## src/rtl/i2c_target.sv

```systemverilog
// i2c_target: 7-bit-addressed I2C target with auto-incrementing register pointer behind a register port
// clk       system clock, at least 20x SCL
// reset     asynchronous active-low reset
// scl_in    raw SCL level; sda_in raw SDA level
// sda_oe    1 pulls SDA low, 0 releases it
// reg_addr  register pointer; reg_wdata/reg_we write port; reg_re read strobe sampling reg_rdata
// busy      high from address match until STOP or read NACK
module i2c_target #(
  parameter logic [6:0] DEV_ADDR = 7'h53,
  parameter int FILT = 3
) (
  input  logic       clk,
  input  logic       reset,
  input  logic       scl_in,
  input  logic       sda_in,
  output logic       sda_oe,
  output logic [7:0] reg_addr,
  output logic [7:0] reg_wdata,
  output logic       reg_we,
  output logic       reg_re,
  input  logic [7:0] reg_rdata,
  output logic       busy
);
  localparam int CW = $clog2(FILT) + 1;
  typedef enum logic [2:0] {IDLE, ADDR, ADDR_ACK, WR_PTR, WR_DATA, WR_ACK, RD_BYTE, RD_ACK} state_t;
  state_t st, st_n;
  logic [1:0] s1, s2, f, fq;
  logic [CW-1:0] fc [2];
  logic [2:0] bc, bc_n;
  logic [6:0] sh, sh_n;
  logic [7:0] tx, tx_n, ptr_n, wd_n, rx;
  logic oe_n, we_n, busy_n, ph, ph_n, rw, rw_n;
  logic scl, sda, rise, fall, start, stop;
  // index 1 is SCL, index 0 is SDA; a new level is accepted only after FILT stable cycles
  always_ff @(posedge clk or negedge reset)
    if (!reset) begin
      s1 <= '1;
      s2 <= '1;
      f <= '1;
      fq <= '1;
      fc[0] <= '0;
      fc[1] <= '0;
    end else begin
      s1 <= {scl_in, sda_in};
      s2 <= s1;
      fq <= f;
      for (int i = 0; i < 2; i++)
        if (s2[i] == f[i]) fc[i] <= '0;
        else if (fc[i] == CW'(FILT - 1)) begin
          f[i] <= s2[i];
          fc[i] <= '0;
        end else fc[i] <= fc[i] + 1'b1;
    end
  assign scl = f[1];
  assign sda = f[0];
  assign rise = scl & ~fq[1];
  assign fall = ~scl & fq[1];
  assign start = scl & fq[1] & fq[0] & ~sda;
  assign stop = scl & fq[1] & ~fq[0] & sda;
  assign rx = {sh, sda};
  always_ff @(posedge clk or negedge reset)
    if (!reset) begin
      st <= IDLE;
      bc <= '0;
      sh <= '0;
      tx <= '0;
      reg_addr <= '0;
      reg_wdata <= '0;
      reg_we <= 1'b0;
      sda_oe <= 1'b0;
      busy <= 1'b0;
      ph <= 1'b0;
      rw <= 1'b0;
    end else begin
      st <= st_n;
      bc <= bc_n;
      sh <= sh_n;
      tx <= tx_n;
      reg_addr <= ptr_n;
      reg_wdata <= wd_n;
      reg_we <= we_n;
      sda_oe <= oe_n;
      busy <= busy_n;
      ph <= ph_n;
      rw <= rw_n;
    end
  // ph marks the second half of an ACK slot: first SCL fall drives low, second releases
  always_comb begin
    st_n = st;
    bc_n = bc;
    sh_n = sh;
    tx_n = tx;
    ptr_n = reg_we ? reg_addr + 8'd1 : reg_addr;
    wd_n = reg_wdata;
    we_n = 1'b0;
    oe_n = sda_oe;
    busy_n = busy;
    ph_n = ph;
    rw_n = rw;
    reg_re = 1'b0;
    case (st)
      ADDR, WR_PTR, WR_DATA:
        if (rise) begin
          sh_n = rx[6:0];
          bc_n = bc + 3'd1;
          if (bc == 3'd7) begin
            ph_n = 1'b0;
            if (st == ADDR) begin
              st_n = rx[7:1] == DEV_ADDR ? ADDR_ACK : IDLE;
              busy_n = rx[7:1] == DEV_ADDR;
              rw_n = sda;
            end else if (st == WR_PTR) begin
              ptr_n = rx;
              st_n = WR_ACK;
            end else begin
              wd_n = rx;
              we_n = 1'b1;
              st_n = WR_ACK;
            end
          end
        end
      ADDR_ACK, WR_ACK:
        if (fall) begin
          oe_n = ~ph;
          ph_n = ~ph;
          if (ph) begin
            bc_n = '0;
            if (st == WR_ACK) st_n = WR_DATA;
            else if (!rw) st_n = WR_PTR;
            else begin
              reg_re = 1'b1;
              tx_n = reg_rdata;
              oe_n = ~reg_rdata[7];
              st_n = RD_BYTE;
            end
          end
        end
      RD_BYTE:
        if (fall) begin
          if (bc == 3'd7) begin
            oe_n = 1'b0;
            ptr_n = reg_addr + 8'd1;
            st_n = RD_ACK;
          end else begin
            bc_n = bc + 3'd1;
            tx_n = {tx[6:0], 1'b0};
            oe_n = ~tx[6];
          end
        end
      RD_ACK:
        if (rise && sda) begin
          st_n = IDLE;
          busy_n = 1'b0;
        end else if (fall) begin
          reg_re = 1'b1;
          tx_n = reg_rdata;
          oe_n = ~reg_rdata[7];
          bc_n = '0;
          st_n = RD_BYTE;
        end
      default: ;
    endcase
    if (stop) begin
      st_n = IDLE;
      oe_n = 1'b0;
      busy_n = 1'b0;
      we_n = 1'b0;
      reg_re = 1'b0;
    end else if (start) begin
      st_n = ADDR;
      oe_n = 1'b0;
      bc_n = '0;
      we_n = 1'b0;
      reg_re = 1'b0;
    end
  end
endmodule
```

## config.mk

```make
export PLATFORM = sky130hd
export DESIGN_NAME = i2c_target
export DESIGN_NICKNAME = d
export VERILOG_FILES = /design/src/rtl/i2c_target.sv
export SDC_FILE = /design/constraint.sdc
export NUM_CORES = 1
export LEC_CHECK = 0
export ABC_CLOCK_PERIOD_IN_PS = 1700
export BUFFER_PORTS_ARGS = -buffer_cell sky130_fd_sc_hd__buf_2
export CORE_MARGIN = 5
export CORE_UTILIZATION = 55
export CTS_BUF_LIST = sky130_fd_sc_hd__clkbuf_4
export CTS_CLUSTER_DIAMETER = 200
export DETAILED_ROUTE_END_ITERATION = 10
export GPL_TIMING_DRIVEN = 0
export PLACE_DENSITY = 0.78
export SYNTH_ARGS = -nofsm -noshare
export SYNTH_HDL_FRONTEND = slang
export SYNTH_SLANG_ARGS = --single-unit
```

## constraint.sdc

```tcl
create_clock -name clk -period 1.7 [get_ports clk]
set_input_delay 0.17 -clock clk [delete_from_list [all_inputs] [get_ports clk]]
set_output_delay 0.17 -clock clk [all_outputs]
set_load 0.01 [all_outputs]
```

==> results_dict.tcl <==
set metrics [dict create \
    dp_slack_ps -287.3 \
    synth_top_area_cell "dfrtp_1" \
    hold_class "primary input to asynchronous set/reset pin" \
    post_drt_wl_per_cell_um 17.33 \
    hold_viol_final 0 \
    htree_levels 2 \
    synth_top_area_share_pct 39.83 \
    power_w 0.004317 \
    yosysMostFrequentCell "dfrtp_1" \
    synth-main-ff-cell "dfrtp_1" \
    clk_pin_slew_ps 140 \
    cp_data_required_time_ps 2010 \
    hold_slack_ps 24.83 \
    fin_tns_setup_ps -3502 \
    die_x_um 83.27 \
    rsz0062_at_grt "true" \
    synthToLayoutAreaGrowth_pct 30.93 \
    synth_commonest_cells "dfrtp_1, nand2_1, mux2_2" \
    routabilityCongestion 0.9219 \
    grt_usage_pct 20.74 \
    clkSinkCount 55 \
    cts_made_buffers 5 \
    async_reset_ff_share_pct 100.0 \
    seq_area_frac_synth_pct 46.95 \
    reg2reg_depth 6 \
    power_density_mw_per_mm2 1117 \
    relSlewSlack_pct 18.59 \
    grt_first_pass_wirelength_um 11850 \
    synth_area_leaders "dfrtp_1, mux2_2, dfstp_2" \
    p_leak_nw 1.787 \
    drc 0 \
    n_antenna_cell 0 \
    synth_edf_count 0 \
    regToRegSetupSlack_ps -210 \
    clock-root-buffer "clkbuf_4" \
    synthCells 288 \
    nets 381 \
    setup_viol 34 \
    core-area_sq_mm 0.005172 \
    avgSynthCellArea_sq_um 10.25 \
    dp_hpwl_um 4378 \
    ys_types 59 \
    vias 2594 \
    syn_nets 304 \
    first_iter_violations 204 \
    fmax_mhz 523.0 \
    clock_path_buffers 2 \
    worstPathMaxFanout 6 \
    slew_violations 0 \
    crit_path_start_kind "register" \
    wl_um 7554 \
    skew_ps 3.900 \
    status "finished with violations" \
    ios 32 \
    start_util_pct 57.09 \
    critPathCaptureType "register" \
    setup_ws_ps -212.0 \
    r2r_end "st[1]" \
    period_needed_ps 1912 \
    crit_type "register to register" \
    instances_no_fill 436 \
    peakVddDrop_uv 769.1 \
    slowest_delay_ps 560 \
    antenna_found_initial 0 \
    finalCritPeriodShare_pct 112.5 \
    portBuffers 31 \
    crit_slowest_cell "dfstp_2" \
    cp.arrival_ps 2220 \
    insertion_delay_ps 370 \
    syn_area_sq_mm 0.002953 \
    die_y_um 83.27 \
    worstMarginPinSlew_ps 1221 \
    yosysWarnings 0 \
    viasPerCell 5.950 \
    path_cells "buf_6 > and4b_1 > o21ai_2 > a211o_1 > or4_4 > a21oi_2" \
    r2r_start "f[0]" \
    rows 26 \
    dr.pass1.iters 4 \
    dp.cells 389 \
    drive_above_1_share_pct 43.17 \
    grt_pass1_vias 2500 \
    violations "negative setup slack" \
    cts_tree "built" \
    die-area_sq_mm 0.006934 \
    max_cap_viol_count 0 \
    grt_overflow 0 \
    grt_max_degree 56 \
    ant_nets 0 \
    synth_seq_cells 55 \
]
[repair_timing]
action | CTS | global route
buffers inserted | 24 | 15
hold endpoints to repair | 2 | 0
hold buffers | 2 | 0
gates cloned | 0 | 2
endpoints found under the setup margin | 38 | 41
gates resized for setup | 33 | 36
pin swaps | 13 | 16
[area by class of cell]
cell class              count  area [sq um]
inverters                   6         22.52
fillers                   347          1306
multi-input cells         213          1680
well taps                  70         87.58
plain buffers              14         125.1
clock inverters             1         5.005
flip-flops and latches     55          1388
clock buffers               7         52.55
repair buffers             70         505.5
[worst max path at each step]
stage	start	endpoint	slack [ps]	depth (start not counted)
finish	f[0]	st[1]	-210	6
global route	st[2]	bc[0]	-310	6
CTS	f[0]	st[1]	-200	6
detailed placement	bc[0]	st[2]	-290	7
global placement	bc[0]	reg_addr[3]	-190	6
floorplan	f[1]	st[1]	-50	6
[cell families after synthesis]
kind of cell | after synthesis | synth area share, %
buffers and inverters | 21 | 3.644
XOR/XNOR | 8 | 2.373
AND/OR/NAND/NOR | 104 | 20.04
multiplexers | 26 | 9.619
adder cells (fa/ha/maj) | 4 | 1.695
flip-flops | 55 | 46.95
AO/OA/AOI/OAI | 70 | 15.68
[through the flow]
| stage | util [%] | cell area [sq um] |
|---|---|---|
| finish | 74.75 | 3866 |
| global route | 74.75 | 3866 |
| CTS | 69.81 | 3611 |
| detailed placement | 62.09 | 3212 |
| global placement | 62.09 | 3212 |
| floorplan | - | 2969 |
[per-layer routing]
metal	wire length [um]	global-route usage [%]
met1	3394	28.54
met2	3554	32.29
met3	371	4.257
met4	233	7.727
met5	0	0
[state kept, by name (all words and copies together), names as in the netlist, 2 cells and up]
signal and flops:
bc 3, f 2, fc 6, fq 2
reg_addr 8, reg_wdata 8, s1 2, s2 2
sh 7, st 3, tx 7
[cell usage in the layout, fill, tap and decap left out, types with 6 or more instances in the layout]
cell type | Yosys | final
a21oi_1 | 13 | 8
buf_2 | 5 | 32
buf_4 | 4 | 34
buf_6 | 1 | 9
clkbuf_4 | 0 | 9
dfrtp_1 | 47 | 46
dfstp_2 | 8 | 8
inv_1 | 6 | 6
mux2_2 | 19 | 19
mux2i_1 | 7 | 7
nand2_1 | 28 | 26
nand2b_1 | 9 | 9
nor2_1 | 14 | 13
nor2b_1 | 9 | 7
o21ai_0 | 17 | 14
o21ai_1 | 5 | 6
[critical path: cells and delay by family, from the launching register on]
kind / cells / cell delay (ps)
buf+inv: 1 / 110
flops: 1 / 560
compound gates: 3 / 550
simple gates: 2 / 620
[where the power goes]
group          leakage, nW  internal [W]  switching, W
Sequential           0.688       0.00156      0.000239
Clock               0.0361      0.000194      0.000381
Combinational         1.06       0.00102      0.000917
Power figures use the tool's default switching activity.
